### src/rtl/blink_rate_sel.sv
// Push-button rate selector: a debounced press steps the LED blink rate
// through 1 Hz, 2 Hz, 4 Hz and OFF.
module blink_rate_sel #(
  parameter int CLK_HZ     = 125000000,
  parameter int DEB_CYCLES = 2500000,
  parameter int CNT_W      = 27
) (
  input  logic       clk,
  input  logic       rst_n,
  input  logic       btn,
  output logic       led,
  output logic [1:0] rate,
  output logic       btn_pressed
);

  localparam logic [1:0]       RATE_1HZ  = 2'd0;
  localparam logic [1:0]       RATE_2HZ  = 2'd1;
  localparam logic [1:0]       RATE_OFF  = 2'd3;
  localparam logic [CNT_W-1:0] CNT_ONE   = CNT_W'(1);
  localparam logic [CNT_W-1:0] DEB_LAST  = CNT_W'(DEB_CYCLES - 1);
  localparam logic [CNT_W-1:0] HALF0_END = CNT_W'(CLK_HZ / 2 - 1);
  localparam logic [CNT_W-1:0] HALF1_END = CNT_W'(CLK_HZ / 4 - 1);
  localparam logic [CNT_W-1:0] HALF2_END = CNT_W'(CLK_HZ / 8 - 1);

  logic             sync1_q, sync1_d;
  logic             sync2_q, sync2_d;
  logic             deb_q, deb_d;
  logic [CNT_W-1:0] deb_cnt_q, deb_cnt_d;
  logic [CNT_W-1:0] hp_cnt_q, hp_cnt_d;
  logic             led_q, led_d;
  logic [1:0]       rate_q, rate_d;
  logic             btn_pressed_q, btn_pressed_d;
  logic             press_s;
  logic [CNT_W-1:0] half_end_s;

  // Synchronizer and debounce filter.
  always_comb begin
    sync1_d   = btn;
    sync2_d   = sync1_q;
    deb_d     = deb_q;
    deb_cnt_d = '0;
    if (sync2_q != deb_q) begin
      if (deb_cnt_q == DEB_LAST) begin
        deb_d     = sync2_q;
        deb_cnt_d = '0;
      end else begin
        deb_cnt_d = deb_cnt_q + CNT_ONE;
      end
    end else begin
      deb_cnt_d = '0;
    end
  end

  // Only an accepted 0->1 transition of the debounced level counts as a press.
  assign press_s = sync2_q & ~deb_q & (deb_cnt_q == DEB_LAST);

  always_comb begin
    case (rate_q)
      RATE_1HZ: half_end_s = HALF0_END;
      RATE_2HZ: half_end_s = HALF1_END;
      default:  half_end_s = HALF2_END;
    endcase
  end

  // Rate stepping and half-period blink generator; a press outranks a terminal count.
  always_comb begin
    btn_pressed_d = press_s;
    rate_d        = rate_q;
    led_d         = led_q;
    hp_cnt_d      = hp_cnt_q;
    if (press_s) begin
      rate_d   = rate_q + 2'd1;
      hp_cnt_d = '0;
      led_d    = (rate_d == RATE_OFF) ? 1'b0 : led_q;
    end else if (rate_q == RATE_OFF) begin
      led_d    = 1'b0;
      hp_cnt_d = '0;
    end else if (hp_cnt_q == half_end_s) begin
      led_d    = ~led_q;
      hp_cnt_d = '0;
    end else begin
      hp_cnt_d = hp_cnt_q + CNT_ONE;
    end
  end

  // State registers.
  always_ff @(posedge clk or negedge rst_n) begin
    if (!rst_n) begin
      sync1_q       <= 1'b0;
      sync2_q       <= 1'b0;
      deb_q         <= 1'b0;
      deb_cnt_q     <= '0;
      hp_cnt_q      <= '0;
      led_q         <= 1'b0;
      rate_q        <= 2'd0;
      btn_pressed_q <= 1'b0;
    end else begin
      sync1_q       <= sync1_d;
      sync2_q       <= sync2_d;
      deb_q         <= deb_d;
      deb_cnt_q     <= deb_cnt_d;
      hp_cnt_q      <= hp_cnt_d;
      led_q         <= led_d;
      rate_q        <= rate_d;
      btn_pressed_q <= btn_pressed_d;
    end
  end

  assign led         = led_q;
  assign rate        = rate_q;
  assign btn_pressed = btn_pressed_q;

endmodule

### config.mk
export PLATFORM = sky130hd
export DESIGN_NAME = blink_rate_sel
export DESIGN_NICKNAME = d
export VERILOG_FILES = /design/src/rtl/blink_rate_sel.sv
export SDC_FILE = /design/constraint.sdc
export NUM_CORES = 1
export LEC_CHECK = 0
export CORE_UTILIZATION = 35
export CTS_CLUSTER_DIAMETER = 120
export DETAILED_ROUTE_END_ITERATION = 10
export SETUP_SLACK_MARGIN = 0.15
export SLEW_MARGIN = 5
export SYNTH_ARGS = -nofsm -noshare
export SYNTH_HDL_FRONTEND = slang
export SYNTH_SLANG_ARGS = --single-unit
### constraint.sdc
create_clock -name clk -period 5.7 [get_ports clk]
set_input_delay 0.855 -clock clk [delete_from_list [all_inputs] [get_ports clk]]
set_output_delay 0.855 -clock clk [all_outputs]
set_load 0.03 [all_outputs]
==> flow_summary.ini <==
[status]
status = finished, final reports clean

[route]
post_drt_wl_per_cell_um = 13.3
wl_um = 5990
drtPass1Iterations = 4
postRouteAntennaNets = 0
maxUsedRoutingLayer = met4
drtIter0Drc = 96
routed-wl-met2_um = 2780
drc = 0
wirelength_met1_um = 2930
vias_per_cell = 5.01
num_vias = 2249
wl_met3_um = 191

[global_route]
grt_max_degree = 62
grt-ovfl-total = 0
grt_pass1_wl_um = 10800
grt_pass1_vias = 2294
grt_usage_pct = 14.2
antenna_found_initial = 0

[clock_tree]
numCtsBuffers = 9
clk_pin_slew_ns = 0.06
clock-sinks = 61
cts_setup_buffers = 0
cts_tree = built
post_cts_resized = 0
holdBufCountCts = 0
htree_levels = 3
clk_latency_ns = 0.34
clockRootBuffer = clkbuf_8
clock_path_buffers = 2

[layout]
antenna_cells = 0
fin_nets = 346
final_common_cell = nor2_1
area_growth_pct = 8.98
drive_gt1_share_pct = 7.33
finish.utilization_pct = 39.7
stdcell_area_sq_um = 3480
final_cell_mix = nor2_1, dfrtp_1, xnor2_1, xor2_1, nand2_1

[timing]
hold_violations = 0
tns_ns = 0
setup_viol = 0
rsz0062_at_grt = false
worst_pin_slew_ns = 0.894
min_period_ns = 2.72
finalCritPeriodShare_pct = 47.8
drv_slew = 0
relSlewSlack_pct = 40.4
hold_slack_ns = 0.351
finClkSkew_ns = 0.0110
max_freq_mhz = 367

[die]
fp.dieArea_sq_um = 9510
io_pins = 7
initial_core_util_pct = 36.4
core_sq_um = 8760
rows = 34
die_h_um = 97.5
die_x_um = 97.5

[power]
max-vdd-ir-drop_mv = 0.144
p_per_area_nw_per_um2 = 229
p_leak_uw = 0.00146

[worst_hold_path]
hold_path.class = flop to flop

[synth]
synth_largest_area_cell = dfrtp_1
synth_cell_types = 41
ys_warn_count = 0
synth_edf_count = 0
netlist.area_leader.share_pct = 47.8
synthArstFlopShare_pct = 100
avgSynthCellArea_sq_um = 9.67
synth_nets = 340
synth_cells = 330
ys.flop_type = dfrtp_1
synth_area_leaders = dfrtp_1, nor2_1, xnor2_1
ys_ff_latch = 61
synth_area_sq_um = 3190
ys_seq_area_share_pct = 47.8

[flow_run]
cap_viol_max_count = 0

[worst_setup_path]
crit_arrival_ns = 2.90
worstSetupStartpointType = flop
crit_required_ns = 5.88
path_max_fanout = 27
critPathCaptureType = flop
crit_type = flop to flop

[placed_design]
post_dp_cell_area_sq_um = 3300
hpwlAfterDp_um = 4060
gp_congestion = 0.784
io_buffers = 6
[flip-flops by register name (all words and copies together), names as in the netlist]
register / cells
deb_q: 1
sync1_q: 1
led: 1
hp_cnt_q: 27
rate: 2
deb_cnt_q: 27
sync2_q: 1
btn_pressed: 1
[report_power, final]
group          total (uW)  switching, uW  internal [uW]
logic                16.1           12.7           3.45
registers             437           1.72            435
clock network         345            166            179
total                 798            180            618
[worst max-delay path, stage by stage (launching register included)]
cell	delay, ns
dfrtp_1	0.49
inv_1	0.14
ha_1	0.23
nand4b_1	0.19
o31ai_1	0.10
nand4_1	0.13
a211oi_1	0.38
or3_1	0.76
nor2_1	0.13
[synth_stat cells (2+ instances only)]
cell,instances
nand3_1,19
ha_1,7
inv_1,9
o22ai_1,2
and4_1,7
o31ai_1,2
xnor2_1,27
xor2_1,27
buf_2,3
clkbuf_2,2
and2_1,6
nor4_1,7
nand4b_1,3
nor4b_1,4
clkbuf_1,2
nand4_1,14
or3_1,2
dfrtp_1,61
nand2_1,22
and3_1,4
nor2_1,72
buf_6,5
nor3_1,5
[metrics by stage]
step | power (uW) | setup slack (ns) | instances
finish | 798 | 2.98 | 449
global route | 835 | 2.69 | 449
CTS | 813 | 2.93 | 449
detailed placement | 462 | 2.94 | 433
global placement | 462 | 3.00 | 433
floorplan | 451 | 3.53 | 330
[path summary, 6_finish.rpt]
path	cells past startpoint	start	end	slack [ns]
hold / removal	0	sync1_q$_DFF_PN0_	sync2_q$_DFF_PN0_	0.35
min in group asynchronous	2	rst_n	hp_cnt_q[14]$_DFF_PN0_	0.66
hold reg to reg	0	sync1_q$_DFF_PN0_	sync2_q$_DFF_PN0_	0.35
setup reg to reg	8	rate[1]$_DFFE_PN0N_	hp_cnt_q[19]$_DFF_PN0_	2.98
setup / recovery	8	rate[1]$_DFFE_PN0N_	hp_cnt_q[19]$_DFF_PN0_	2.98
max in group asynchronous	2	rst_n	deb_cnt_q[26]$_DFF_PN0_	4.51
[cell families (layout without fill, tap and decap cells)]
kind of cell	after synthesis	after routing	share of synthesized area, %
mux	1	1	0.353
fa+ha+maj	7	7	2.74
compound gates	10	10	2.27
flops	61	61	47.8
xor+xnor	54	54	14.8
buf+inv	21	32	3.84
simple gates	176	176	28.1
[routing by layer]
metal	up-vias	global-route usage [%]
li1	1131	-
met1	1077	17.6
met2	29	23.0
met3	12	4.46
met4	0	5.32
met5	-	0
[area by class of cell]
class | instances | area, sq um
fillers | 890 | 5290
multi-input cells | 248 | 1540
flip-flops and latches | 61 | 1530
clock buffers | 12 | 155
well taps | 108 | 135
repair buffers | 7 | 62.6
inverters | 9 | 33.8
clock inverters | 4 | 22.5
No activity file was read; power rests on OpenSTA's default activity.
